## src/rtl/mega_debug_mem_seq.sv

```systemverilog
// ---------------------------------------------------------------------------
// mega_debug_mem_seq
// Sequenced debug-port memory access engine for the ATMEGA core. A debug
// byte address is decoded into program (text), data RAM or EEPROM space and
// the access is run through a req/ack handshake against the external ports.
// Program space is 16 bits wide, so byte writes are assembled into words:
// an even-byte write is parked in a low-byte buffer, and the following
// odd-byte write to the same word commits {odd, even}. An odd-byte write
// without a matching buffered byte is done as read-modify-write.
//
// Optional feature macro: MEGA_DEBUG_AUTOINC_EN
//   adds input deb_addr_ld and a 25-bit auto-incrementing address pointer.
//
// Ports
//   clk, rst                   clock, asynchronous active-low reset
//   deb_addr/wr/rd/data_in     debug request fields, sampled with deb_req
//   deb_req                    level request, ignored while busy
//   deb_ack/deb_err            one-cycle completion / error pulse
//   deb_busy                   high whenever the engine is not idle
//   deb_data_out               read data, held until the next ack
//   ext_pgm_*                  16-bit program memory port
//   ext_ram_*                  8-bit data RAM port
//   ext_eep_*                  8-bit EEPROM port with ready handshake
// ---------------------------------------------------------------------------
module mega_debug_mem_seq #(
  parameter int unsigned TEXT_LENGTH = 32'h020000,
  parameter int unsigned RAM_ORIGIN  = 32'h800060,
  parameter int unsigned RAM_LENGTH  = 32'h010000,
  parameter int unsigned EEP_ORIGIN  = 32'h810000,
  parameter int unsigned EEP_LENGTH  = 32'h010000,
  parameter int unsigned PGM_RD_LAT  = 32'd1,
  parameter int unsigned RAM_RD_LAT  = 32'd1,
  parameter int unsigned EEP_TIMEOUT = 32'd255
) (
  input  logic        clk,
  input  logic        rst,
`ifdef MEGA_DEBUG_AUTOINC_EN
  input  logic        deb_addr_ld,
`endif
  input  logic [24:0] deb_addr,
  input  logic        deb_wr,
  input  logic        deb_rd,
  input  logic [7:0]  deb_data_in,
  input  logic        deb_req,
  output logic        deb_ack,
  output logic        deb_err,
  output logic        deb_busy,
  output logic [7:0]  deb_data_out,
  output logic [15:0] ext_pgm_addr,
  output logic [15:0] ext_pgm_data_in,
  input  logic [15:0] ext_pgm_data_out,
  output logic        ext_pgm_wr,
  output logic        ext_pgm_rd,
  output logic        ext_pgm_en,
  output logic [15:0] ext_ram_addr,
  output logic [7:0]  ext_ram_data_in,
  input  logic [7:0]  ext_ram_data_out,
  output logic        ext_ram_wr,
  output logic        ext_ram_rd,
  output logic        ext_ram_en,
  output logic [15:0] ext_eep_addr,
  output logic [7:0]  ext_eep_data_in,
  input  logic [7:0]  ext_eep_data_out,
  output logic        ext_eep_wr,
  output logic        ext_eep_rd,
  input  logic        ext_eep_ready
);

  localparam logic [24:0] L_TEXT_END = 25'(TEXT_LENGTH);
  localparam logic [24:0] L_RAM_LO   = 25'(RAM_ORIGIN);
  localparam logic [24:0] L_RAM_END  = 25'(RAM_ORIGIN + RAM_LENGTH);
  localparam logic [24:0] L_EEP_LO   = 25'(EEP_ORIGIN);
  localparam logic [24:0] L_EEP_END  = 25'(EEP_ORIGIN + EEP_LENGTH);
  localparam logic [15:0] L_EEP_OFF  = 16'(EEP_ORIGIN);
  localparam logic [7:0]  L_PGM_LAST = 8'(PGM_RD_LAT - 32'd1);
  localparam logic [7:0]  L_RAM_LAST = 8'(RAM_RD_LAT - 32'd1);
  localparam logic [7:0]  L_EEP_LAST = 8'(EEP_TIMEOUT - 32'd1);

  typedef enum logic [2:0] {
    S_IDLE, S_PGM_RD, S_PGM_RMW_RD, S_PGM_WR, S_RAM_ACC, S_EEP_ACC, S_DONE
  } state_t;

  state_t      r_state, w_next;
  logic [16:0] r_addr;       // only the bits the ports need after decode
  logic        r_wr, r_rd, r_err;
  logic [7:0]  r_din, r_wlo, r_dout, r_cnt;
  logic [7:0]  r_buf_lo;
  logic [15:0] r_buf_waddr;
  logic        r_buf_vld;

  logic [24:0] w_addr;
  logic        w_is_text, w_is_ram, w_is_eep, w_dec_err, w_buf_hit;
  logic        w_pgm_last, w_ram_last, w_eep_last;

`ifdef MEGA_DEBUG_AUTOINC_EN
  logic [24:0] r_ptr;
  assign w_addr = deb_addr_ld ? deb_addr : r_ptr;

  // Address pointer: loaded on a load-accept, advanced on every clean ack.
  always_ff @(posedge clk or negedge rst) begin
    if (!rst) begin
      r_ptr <= 25'd0;
    end else if (r_state == S_IDLE && deb_req && deb_addr_ld) begin
      r_ptr <= deb_addr;
    end else if (r_state == S_DONE && !r_err) begin
      r_ptr <= r_ptr + 25'd1;
    end else begin
      r_ptr <= r_ptr;
    end
  end
`else
  assign w_addr = deb_addr;
`endif

  // RAM and EEPROM windows overlap at 'h810000..'h81005F; EEPROM wins there.
  assign w_is_text = (w_addr < L_TEXT_END);
  assign w_is_eep  = (w_addr >= L_EEP_LO) && (w_addr < L_EEP_END);
  assign w_is_ram  = (w_addr >= L_RAM_LO) && (w_addr < L_RAM_END);
  assign w_dec_err = (deb_wr == deb_rd) || !(w_is_text || w_is_eep || w_is_ram);
  assign w_buf_hit = r_buf_vld && (r_buf_waddr == w_addr[16:1]);

  assign w_pgm_last = (r_cnt == L_PGM_LAST);
  assign w_ram_last = (r_cnt == L_RAM_LAST);
  assign w_eep_last = (r_cnt == L_EEP_LAST);

  // State register.
  always_ff @(posedge clk or negedge rst) begin
    if (!rst) r_state <= S_IDLE;
    else      r_state <= w_next;
  end

  // Next-state decode; region selection happens in the accept cycle.
  always_comb begin
    w_next = r_state;
    case (r_state)
      S_IDLE: begin
        if (!deb_req)                       w_next = S_IDLE;
        else if (w_dec_err)                 w_next = S_DONE;
        else if (w_is_text && deb_rd)       w_next = S_PGM_RD;
        else if (w_is_text && !w_addr[0])   w_next = S_DONE;
        else if (w_is_text && w_buf_hit)    w_next = S_PGM_WR;
        else if (w_is_text)                 w_next = S_PGM_RMW_RD;
        else if (w_is_eep)                  w_next = S_EEP_ACC;
        else                                w_next = S_RAM_ACC;
      end
      S_PGM_RD:     w_next = w_pgm_last ? S_DONE : S_PGM_RD;
      S_PGM_RMW_RD: w_next = w_pgm_last ? S_PGM_WR : S_PGM_RMW_RD;
      S_PGM_WR:     w_next = S_DONE;
      S_RAM_ACC:    w_next = (r_wr || w_ram_last) ? S_DONE : S_RAM_ACC;
      S_EEP_ACC:    w_next = (ext_eep_ready || w_eep_last) ? S_DONE : S_EEP_ACC;
      S_DONE:       w_next = S_IDLE;
      default:      w_next = S_IDLE;
    endcase
  end

  // Datapath: request capture, byte buffer, latency counter, read sampling.
  always_ff @(posedge clk or negedge rst) begin
    if (!rst) begin
      r_addr      <= 17'd0;
      r_wr        <= 1'b0;
      r_rd        <= 1'b0;
      r_err       <= 1'b0;
      r_din       <= 8'd0;
      r_wlo       <= 8'd0;
      r_dout      <= 8'd0;
      r_cnt       <= 8'd0;
      r_buf_lo    <= 8'd0;
      r_buf_waddr <= 16'd0;
      r_buf_vld   <= 1'b0;
    end else begin
      case (r_state)
        S_IDLE: begin
          if (deb_req) begin
            r_addr <= w_addr[16:0];
            r_wr   <= deb_wr;
            r_rd   <= deb_rd;
            r_din  <= deb_data_in;
            r_cnt  <= 8'd0;
            r_err  <= w_dec_err;
            if (!w_dec_err && w_is_text && deb_wr && !w_addr[0]) begin
              r_buf_lo    <= deb_data_in;
              r_buf_waddr <= w_addr[16:1];
              r_buf_vld   <= 1'b1;
            end else if (!w_dec_err && w_is_text && deb_wr && w_buf_hit) begin
              r_wlo     <= r_buf_lo;
              r_buf_vld <= 1'b0;
            end
          end
        end
        S_PGM_RD: begin
          r_cnt <= r_cnt + 8'd1;
          if (w_pgm_last) r_dout <= r_addr[0] ? ext_pgm_data_out[15:8] : ext_pgm_data_out[7:0];
        end
        S_PGM_RMW_RD: begin
          r_cnt <= r_cnt + 8'd1;
          if (w_pgm_last) r_wlo <= ext_pgm_data_out[7:0];
        end
        S_RAM_ACC: begin
          r_cnt <= r_cnt + 8'd1;
          if (r_rd && w_ram_last) r_dout <= ext_ram_data_out;
        end
        S_EEP_ACC: begin
          r_cnt <= r_cnt + 8'd1;
          if (ext_eep_ready) begin
            if (r_rd) r_dout <= ext_eep_data_out;
          end else if (w_eep_last) begin
            r_err <= 1'b1;
          end
        end
        default: ;
      endcase
    end
  end

  // Strobes and handshake outputs, decoded from the registered state only.
  always_comb begin
    ext_pgm_en = 1'b0; ext_pgm_rd = 1'b0; ext_pgm_wr = 1'b0;
    ext_ram_en = 1'b0; ext_ram_rd = 1'b0; ext_ram_wr = 1'b0;
    ext_eep_rd = 1'b0; ext_eep_wr = 1'b0;
    deb_ack    = 1'b0; deb_err    = 1'b0;
    deb_busy   = (r_state != S_IDLE);
    case (r_state)
      S_PGM_RD, S_PGM_RMW_RD: begin ext_pgm_en = 1'b1; ext_pgm_rd = 1'b1; end
      S_PGM_WR:  begin ext_pgm_en = 1'b1; ext_pgm_wr = 1'b1; end
      S_RAM_ACC: begin ext_ram_en = 1'b1; ext_ram_rd = r_rd; ext_ram_wr = r_wr; end
      S_EEP_ACC: begin ext_eep_rd = r_rd; ext_eep_wr = r_wr; end
      S_DONE:    begin deb_ack = 1'b1; deb_err = r_err; end
      default: ;
    endcase
  end

  assign ext_pgm_addr    = r_addr[16:1];
  assign ext_pgm_data_in = {r_din, r_wlo};
  assign ext_ram_addr    = r_addr[15:0];
  assign ext_ram_data_in = r_din;
  // Low 16 bits of (addr - EEP_ORIGIN) depend only on the low 16 address bits.
  assign ext_eep_addr    = r_addr[15:0] - L_EEP_OFF;
  assign ext_eep_data_in = r_din;
  assign deb_data_out    = r_dout;

endmodule

```

## config.mk

```make
export PLATFORM = sky130hd
export DESIGN_NAME = mega_debug_mem_seq
export DESIGN_NICKNAME = d
export VERILOG_FILES = /design/src/rtl/mega_debug_mem_seq.sv
export SDC_FILE = /design/constraint.sdc
export NUM_CORES = 1
export LEC_CHECK = 0
export ABC_CLOCK_PERIOD_IN_PS = 2500
export BUFFER_PORTS_ARGS = -buffer_cell sky130_fd_sc_hd__buf_2
export CAP_MARGIN = 40
export CORE_MARGIN = 10
export CORE_UTILIZATION = 50
export DETAILED_ROUTE_END_ITERATION = 12
export GPL_ROUTABILITY_DRIVEN = 0
export PLACE_DENSITY = 0.81
export SLEW_MARGIN = 10
export SYNTH_ARGS = -nofsm -noshare
export SYNTH_HDL_FRONTEND = slang
export SYNTH_SLANG_ARGS = --single-unit
```

## constraint.sdc

```tcl
create_clock -name clk -period 2.5 [get_ports clk]
set_input_delay 0.375 -clock clk [delete_from_list [all_inputs] [get_ports clk]]
set_output_delay 0.375 -clock clk [all_outputs]
set_load 0.01 [all_outputs]
```

==> results of run 1 <==
==> routing by layer <==
| metal | GRT usage | part of all wire | vias to the layer above |
|---|---|---|---|
| met3 | 0.0577 | 0.080 | 11 |
| met2 | 0.288 | 0.49 | 126 |
| met5 | 0 | 0 | - |
| li1 | - | - | 1754 |
| met1 | 0.217 | 0.42 | 1735 |
| met4 | 0.0510 | 0.0097 | 0 |
==> Yosys cell counts (10+ instances only) <==
cell type	n	area share
dfrtp_1	80	0.45
nor2_1	28	0.023
a211oi_1	10	0.017
buf_4	47	0.079
a21oi_1	13	0.015
clkbuf_1	16	0.013
o21ai_0	11	0.012
mux2_2	14	0.035
inv_1	10	0.0084
nor2b_1	12	0.017
mux2_4	19	0.064
xor2_1	14	0.027
nand2_1	96	0.080
==> logic make-up after synthesis <==
| family | count (synthesis) | share of synthesized area |
|---|---|---|
| XOR/XNOR | 19 | 0.0371 |
| multiplexers | 42 | 0.119 |
| AO/OA/AOI/OAI | 55 | 0.0846 |
| flip-flops | 80 | 0.447 |
| AND/OR/NAND/NOR | 180 | 0.187 |
| buffers and inverters | 79 | 0.117 |
| adder cells (fa/ha/maj) | 3 | 0.00838 |
==> sequential cells by signal, indices dropped and copies added, names as in the netlist <==
register         flops
r_addr              17
r_buf_waddr         16
deb_data_out         8
ext_eep_data_in      8
r_buf_lo             8
r_cnt                8
r_wlo                8
r_state              3
r_buf_vld            1
r_err                1
r_rd                 1
r_wr                 1
==> cells in the final DEF (no fill, tap or decap), types with 4 or more instances in the layout <==
cell	count
buf_2	168
nand2_1	96
dfrtp_1	80
nor2_1	28
mux2_4	19
xor2_1	14
mux2_2	14
a21oi_1	13
nor2b_1	12
buf_4	12
o21ai_0	11
inv_1	10
a211oi_1	10
and3_1	9
mux2i_1	9
clkbuf_8	9
a221o_1	7
nor4_1	6
nand4_1	5
nand3_1	5
xnor2_1	5
nand2b_1	4
nor3_1	4
a31oi_1	4
==> final cells by class <==
cell class	count	area share
Clock buffer	10	0.0242
Timing Repair Buffer	183	0.188
Multi-Input combinational cell	299	0.372
Clock inverter	4	0.00450
Inverter	10	0.00711
Sequential cell	80	0.379
Tap cell	108	0.0256
==> report_power, final <==
part / internal [uW] / switching (uW) / total [uW]
registers: 1710 / 377 / 2090
logic: 1140 / 1560 / 2710
clock network: 347 / 456 / 803
total: 3200 / 2400 / 5600
==> worst max path at each step <==
stage | from | endpoint | slack (ns)
floorplan | deb_addr[19] | r_buf_lo[1] | 0.06
global placement | deb_addr[19] | r_buf_waddr[7] | -0.04
detailed placement | deb_addr[19] | r_buf_lo[3] | -0.11
CTS | r_cnt[5] | deb_data_out[4] | 0.23
global route | r_cnt[5] | deb_data_out[3] | 0.04
finish | r_cnt[5] | deb_data_out[4] | 0.24
==> per-stage QoR <==
step | total power (uW) | util | worst slack [ns] | instances
after global routing | 6060 | 0.606 | 0.0410 | 694
after CTS | 5670 | 0.606 | 0.229 | 694
after global placement | 4780 | 0.588 | -0.0404 | 680
final | 5600 | 0.606 | 0.243 | 694
after floorplan | 4100 | - | 0.0646 | 458
after detailed placement | 4870 | 0.588 | -0.107 | 680
==> critical path, cell delays in order, from the launching register on <==
cell,delay (ns)
dfrtp_1,0.43
nor4_1,0.25
and3_1,0.38
mux2_2,0.21
nand3_1,0.09
a21oi_2,0.39
mux2_2,0.39
==> impl_metrics.csv, run 1 <==
group,metric,value,unit
sta,fin_crit,2.26,ns
min_path,hold_path_class,"primary input to async pin",
cells_and_area,seq_area,2000,um^2
sta,maxSlewViolCount,0,
logic_synthesis,synth_edf_count,0,
logic_synthesis,synth_warnings,0,
sta,worst_pin_slew,0.562,ns
pwr,peakVddDrop,0.517,mV
floorplan,io_pins,170,
global_route,antenna_found_initial,0,
clocking,cts_hold_buf,0,
clocking,clk_pin_slew_worst_paths,0.08,ns
setup_path,crit_path_start_kind,"flip-flop",
detailed_routing,routed_wl,11800,um
cells_and_area,area.growth.synth_to_final,17.9,%
floorplan,die_y,115,um
cells_and_area,fillerInstances,762,
pwr,power_density,1060,nW/um^2
clocking,clock_latency,0.35,ns
sta,hold_ws,0.00898,ns
global_route,grt_pass1_wl,19200,um
place,io_buffers,169,
logic_synthesis,synth_seq_cells,80,
clocking,cts_tree,"done",
sta,setup_viol,0,
logic_synthesis,ys_async_sr_fraction,1.00,
detailed_routing,route.detailed.drc,0,
global_route,gr-total-overflow,0,
setup_path,r2r-end,"deb_data_out[4]",
job,maxCapViolCount,0,
status,status,"completed",
clocking,clockRootBuffer,"clkbuf_8",
detailed_routing,vias,3626,
logic_synthesis,synth_nets,532,
global_route,grt_max_degree,81,
detailed_routing,viasPerCell,5.22,
setup_path,worstRegToRegCells,6,
logic_synthesis,syn-cell-area,4480,um^2
cells_and_area,drive_gt1_frac,0.403,
setup_path,crit_type,"flip-flop to flip-flop",
clocking,cts-htree-levels,3,
clocking,cts_inserted_buffers,9,
setup_path,r2r_slack,0.24,ns
place,hpwl,9100,um
cells_and_area,final_nets,657,
setup_path,reg2reg_from,"r_cnt[5]",
clocking,cts.sinks,80,
pwr,leakagePower,0.00280,uW
setup_path,end_kind,"flip-flop",
cells_and_area,design_area,5280,um^2
sta,timing.final.crit_share,0.903,
logic_synthesis,yosysUniqueCellTypes,45,
sta,rsz0062_at_grt,"no",
floorplan,start_util,0.514,
sta,fin_setup_tns,0,ns
setup_path,worst_ep_arrival_time,2.49,ns
cells_and_area,multi_input_area,1960,um^2
cells_and_area,n_antenna_cell,0,
logic_synthesis,syn_inst,458,
sta,finalHoldViolCount,0,
sta,clock_skew,0.0106,ns
detailed_routing,drtPass1Iterations,4,
floorplan,die_area,13100,um^2
clocking,post_cts_buffers,0,
place,placed_cell_area,5130,um^2
detailed_routing,drt_iter0_markers,238,
clocking,ctsResizeCount,0,
sta,fmax,443,MHz
logic_synthesis,synth-main-ff-cell,"dfrtp_1",
floorplan,die_x,115,um
floorplan,rows,34,
global_route,track_usage,0.177,
sta,relSlewSlack,0.615,
global_route,grt_pass1_vias,3722,
setup_path,cp_max_fo,9,
logic_synthesis,synth.avg_cell_area,9.78,um^2
clocking,clk_path_buf_depth,2,
floorplan,design.core.area,8720,um^2
setup_path,required,2.73,ns
logic_synthesis,synth-seq-area-share,0.447,
detailed_routing,wire_per_inst,16.9,um
detailed_routing,drt.antenna.violating_nets,0,
(Power assumes the default switching activity.)
==> inputs of run 2 (changes only) <==
Settings changed: REMOVE_ABC_BUFFERS from default to 1.
==> run 2 against run 1 <==
Effect of this change:
- register-to-register slack improved by 0.15 ns
- count of clock-buffer cells in the layout unchanged
- fmax decreased by 0.27%
- via count decreased by 0.91%
- flip-flop and latch count unchanged
- die area unchanged
- critical path depth increased by 2
- global-route usage increased by 0.22 points
- clock power increased by 12%
- non-clock buffer count increased by 3
- worst hold slack improved by 0.020 ns
- clock skew increased by 0.0012 ns
- critical path type is now primary input to flip-flop
- largest cell class unchanged
- largest power group unchanged
==> impl_metrics.csv, run 2 (synthesis results as in run 1) <==
group,metric,value,unit
setup_path,worst_ep_arrival_time,2.50,ns
clocking,clk_pin_slew_worst_paths,0.08,ns
sta,timing.final.crit_share,0.905,
cells_and_area,multi_input_area,1960,um^2
global_route,antenna_found_initial,0,
setup_path,critPathBufInv,2,
detailed_routing,drtPass1Iterations,4,
sta,setup_viol,0,
pwr,p_seq_frac,0.364,
job,maxCapViolCount,0,
global_route,gr-total-overflow,0,
clocking,clockRootBuffer,"clkbuf_8",
detailed_routing,route.detailed.drc,0,
pwr,p_total,5740,uW
setup_path,cp_max_fo,11,
setup_path,max_stage_delay,0.54,ns
pwr,peakVddDrop,0.498,mV
detailed_routing,viasPerCell,5.15,
clocking,cts_tree,"done",
sta,maxSlewViolCount,0,
pwr,power_density,1080,nW/um^2
cells_and_area,drive_gt1_frac,0.406,
pwr,switching_share,0.420,
detailed_routing,drt_iter0_markers,145,
clocking,clk_path_buf_depth,2,
setup_path,crit_type,"primary input to flip-flop",
clocking,ctsResizeCount,0,
place,place_ws,-0.128,ns
sta,finalWorstSetupSlack,0.237,ns
setup_path,crit_top_cell,"or4_4",
cells_and_area,largest_register_ffs,17,
global_route,grt_pass1_wl,19100,um
pwr,combPwrFrac,0.479,
status,status,"completed",
setup_path,r2r_slack,0.39,ns
global_route,grt_max_degree,48,
sta,fin_crit,2.26,ns
pwr,p_int,3330,uW
setup_path,reg2reg_from,"r_cnt[4]",
floorplan,die_y,115,um
sta,worst_pin_slew,0.669,ns
cells_and_area,layout_commonest_cell,"buf_2",
setup_path,crit_family,"simple AND/OR/NAND/NOR gates",
clocking,cts-htree-levels,3,
floorplan,start_util,0.514,
floorplan,design.core.area,8720,um^2
floorplan,die_area,13100,um^2
floorplan,die_x,115,um
cells_and_area,area.growth.synth_to_final,18.9,%
pwr,p_clk_frac,0.157,
clocking,cts_inserted_buffers,9,
cells_and_area,mostFrequentLayoutCells,"buf_2 (168), nand2_1 (96), dfrtp_1 (80), nor2_1 (28), mux2_4 (19)",
cells_and_area,final_nets,660,
setup_path,path_cells,"buf_2 -> or4_4 -> or4_4 -> nor3_2 -> and3_1 -> and2_4 -> buf_12 -> mux2_2",
place,io_buffers,169,
cells_and_area,seq_area,2000,um^2
pwr,leakagePower,0.00282,uW
sta,fmax,442,MHz
global_route,grt_pass1_vias,3870,
setup_path,required,2.73,ns
setup_path,crit_path_start_kind,"primary input",
cells_and_area,fillerInstances,737,
pwr,p_sw,2410,uW
detailed_routing,wire_per_inst,17.2,um
cells_and_area,reg.largest.list,"r_addr x17, r_buf_waddr x16",
sta,rsz0062_at_grt,"no",
clocking,cts_hold_buf,0,
place,place_inst,683,
place,hpwl,9440,um
cells_and_area,stdcell_count,697,
sta,clock_skew,0.0117,ns
sta,relSlewSlack,0.553,
min_path,hold_path_class,"primary input to async pin",
detailed_routing,drt.antenna.violating_nets,0,
global_route,track_usage,0.179,
floorplan,io_pins,170,
setup_path,worstRegToRegCells,6,
detailed_routing,vias,3593,
detailed_routing,routed_wl,12000,um
sta,finalHoldViolCount,0,
setup_path,end_kind,"flip-flop",
clocking,cts.sinks,80,
clocking,post_cts_buffers,0,
setup_path,r2r-end,"deb_data_out[3]",
clocking,clock_latency,0.35,ns
floorplan,rows,34,
setup_path,cp_slowest_cell,"or4_4",
cells_and_area,regMostFlops,"r_addr",
cells_and_area,n_antenna_cell,0,
[run 2: cell type report]
class | instances | share of cell area
Clock buffer | 10 | 0.0240
Clock inverter | 4 | 0.00892
Inverter | 10 | 0.00705
Multi-Input combinational cell | 299 | 0.369
Sequential cell | 80 | 0.376
Tap cell | 108 | 0.0254
Timing Repair Buffer | 186 | 0.190
[run 2: how the worst max path moves through the flow]
| stage | start | to | slack (ns) | depth (start not counted) |
|---|---|---|---|---|
| after floorplan | r_state[0] | r_wlo[1] | -0.91 | 6 |
| after global placement | deb_addr[19] | r_buf_waddr[13] | -0.08 | 8 |
| after detailed placement | deb_addr[19] | r_buf_waddr[12] | -0.13 | 8 |
| after CTS | deb_addr[19] | r_buf_waddr[12] | 0.23 | 8 |
| after global routing | deb_addr[19] | r_buf_waddr[12] | 0.16 | 8 |
| final | deb_addr[19] | r_buf_waddr[12] | 0.24 | 8 |
[run 2: through the flow]
step	util	TNS, ns	instance area, um^2	hold slack (ns)
floorplan	-	-26.92	4000	0.0794
global placement	0.591	-1.22	5150	0.428
detailed placement	0.591	-2.32	5150	0.435
CTS	0.611	0	5330	0.0550
global route	0.611	0	5330	0.0751
finish	0.611	0	5330	0.0293
[run 2: layer usage]
layer  vias up  wire length, um  track usage
met3        12              695       0.0550
met4         0              131       0.0443
met5         -                0            0
met2       111             5940        0.305
met1      1715             5240        0.213
li1       1755                -            -
[run 2: power groups by stage]
stage	logic, uW	registers [uW]	clock network, uW
global placement	2720	2080	0
global route	3040	2160	976
finish	2750	2090	903
CTS	2790	2090	922
floorplan	1050	2500	0
detailed placement	2790	2110	0
==> inputs of run 3 (changes only) <==
Settings changed: RECOVER_POWER from default to 25.
==> run 3 against run 2 <==
Effect of this change:
- register-to-register slack is essentially flat
- utilization shrank 0.20 points
- count of clock-buffer cells in the layout is the same
- combinational power is essentially flat
- critical path depth is the same
- non-clock buffer count is the same
- worst hold slack gained 0.20 ns
- first-iteration DRC count grew 2.1%
- highest routed layer unchanged
==> impl_metrics.csv, run 3 (synthesis results as in run 1) <==
group,metric,value,unit
setup_path,crit_top_cell,"or4_4",
cells_and_area,layout_commonest_cell,"buf_2",
setup_path,cp_slowest_cell,"or4_4",
global_route,antenna_found_initial,0,
clocking,cts_inserted_buffers,9,
min_path,hold_path_class,"primary input to flip-flop",
cells_and_area,largest_register_ffs,17,
global_route,use_met2,0.305,
detailed_routing,drt.antenna.violating_nets,0,
cells_and_area,n_antenna_cell,0,
clocking,post_cts_buffers,0,
place,place_ws,-0.128,ns
min_path,hold_start,"deb_data_in[1]",
cells_and_area,regMostFlops,"r_addr",
cells_and_area,drive_gt1_frac,0.406,
detailed_routing,drt_iter0_markers,148,
cells_and_area,mostFrequentLayoutCells,"buf_2 (168), nand2_1 (96), dfrtp_1 (80), nor2_1 (28), mux2_4 (19)",
status,status,"completed",
cells_and_area,design_area,5310,um^2
detailed_routing,viasPerCell,5.14,
global_route,grt_most_used_layer,"met2",
floorplan,die_area,13100,um^2
global_route,grt_pass1_vias,3870,
clocking,clockRootBuffer,"clkbuf_8",
pwr,leakagePower,0.00282,uW
detailed_routing,vias,3584,
min_path,min_path_cells,3,
clocking,cts_tree,"done",
floorplan,io_pins,170,
sta,clock_skew,0.0118,ns
sta,rsz0062_at_grt,"no",
sta,fin_crit,2.26,ns
clocking,clk_path_buf_depth,2,
clocking,cts.sinks,80,
floorplan,rows,34,
setup_path,crit_path_start_kind,"primary input",
setup_path,critPathBufInv,2,
job,maxCapViolCount,0,
setup_path,worstRegToRegCells,6,
pwr,p_total,5740,uW
cells_and_area,area.growth.synth_to_final,18.5,%
setup_path,worst_ep_arrival_time,2.50,ns
pwr,peakVddDrop,0.498,mV
floorplan,die_y,115,um
min_path,hold_path_end,"ext_eep_data_in[1]",
clocking,clk_pin_slew_worst_paths,0.08,ns
place,io_buffers,169,
setup_path,end_kind,"flip-flop",
cells_and_area,multi_input_area,1960,um^2
cells_and_area,fillerInstances,740,
sta,timing.final.crit_share,0.905,
cells_and_area,reg.largest.list,"r_addr x17, r_buf_waddr x16",
detailed_routing,route.detailed.drc,0,
detailed_routing,wire_per_inst,17.2,um
floorplan,die_x,115,um
place,placed_cell_area,5150,um^2
sta,worst_pin_slew,1.20,ns
clocking,cts_hold_buf,0,
detailed_routing,routed_wl,12000,um
sta,finalHoldViolCount,0,
setup_path,r2r_slack,0.39,ns
sta,setup_viol,0,
cells_and_area,seq_area,2000,um^2
setup_path,reg2reg_from,"r_cnt[4]",
setup_path,path_cells,"buf_2 -> or4_4 -> or4_4 -> nor3_2 -> and3_1 -> and2_4 -> buf_12 -> mux2_2",
clocking,clock_latency,0.35,ns
pwr,power_density,1080,nW/um^2
sta,finalWorstSetupSlack,0.237,ns
setup_path,cp_max_fo,11,
clocking,ctsResizeCount,0,
setup_path,crit_family,"simple AND/OR/NAND/NOR gates",
global_route,gr-total-overflow,0,
sta,relSlewSlack,0.201,
global_route,grt_max_degree,48,
detailed_routing,drtPass1Iterations,4,
floorplan,start_util,0.514,
floorplan,design.core.area,8720,um^2
global_route,met3_usage,0.0550,
place,hpwl,9440,um
global_route,grtUsageMet1,0.213,
global_route,track_usage,0.179,
setup_path,required,2.73,ns
sta,fmax,442,MHz
global_route,grt_pass1_wl,19100,um
sta,maxSlewViolCount,0,
clocking,cts-htree-levels,3,
setup_path,max_stage_delay,0.54,ns
setup_path,r2r-end,"deb_data_out[3]",
setup_path,crit_type,"primary input to flip-flop",
cells_and_area,final_nets,660,
==> run 3: worst max path at each step <==
stage | start | endpoint | cells after the start
after floorplan | r_state[0] | r_wlo[1] | 6
after global placement | deb_addr[19] | r_buf_waddr[13] | 8
after detailed placement | deb_addr[19] | r_buf_waddr[12] | 8
after CTS | deb_addr[19] | r_buf_waddr[12] | 8
after global routing | deb_addr[19] | r_buf_waddr[12] | 8
final | deb_addr[19] | r_buf_waddr[12] | 8
==> run 3: tightest hold or removal path, stage by stage <==
cell and delay, ns:
buf_2 0.09, nand2_1 0.04, nand2_1 0.05
==> run 3: per-layer routing <==
layer / share of wire / wire length [um]
met2: 0.50 / 5980
met4: 0.0095 / 114
met5: 0 / 0
met3: 0.057 / 688
met1: 0.44 / 5230
==> run 3: cell type report <==
type | count | share of cell area
Multi-Input combinational cell | 299 | 0.370
Timing Repair Buffer | 186 | 0.188
Tap cell | 108 | 0.0254
Clock buffer | 10 | 0.0240
Sequential cell | 80 | 0.377
Clock inverter | 4 | 0.00895
Inverter | 10 | 0.00707
==> run 3: per-stage QoR <==
stage               setup TNS, ns  utilization  hold WS [ns]  cells
finish                          0        0.609         0.232    697
CTS                             0        0.611        0.0550    697
global placement            -1.22        0.591         0.428    683
global route                    0        0.609         0.236    697
floorplan                  -26.92            -        0.0794    389
detailed placement          -2.32        0.591         0.435    683
==> run 3: report_power, final <==
part	total, uW	switching, uW	internal (uW)
Combinational	2750	1580	1170
Clock	903	455	448
Sequential	2090	379	1710
Total	5740	2410	3330
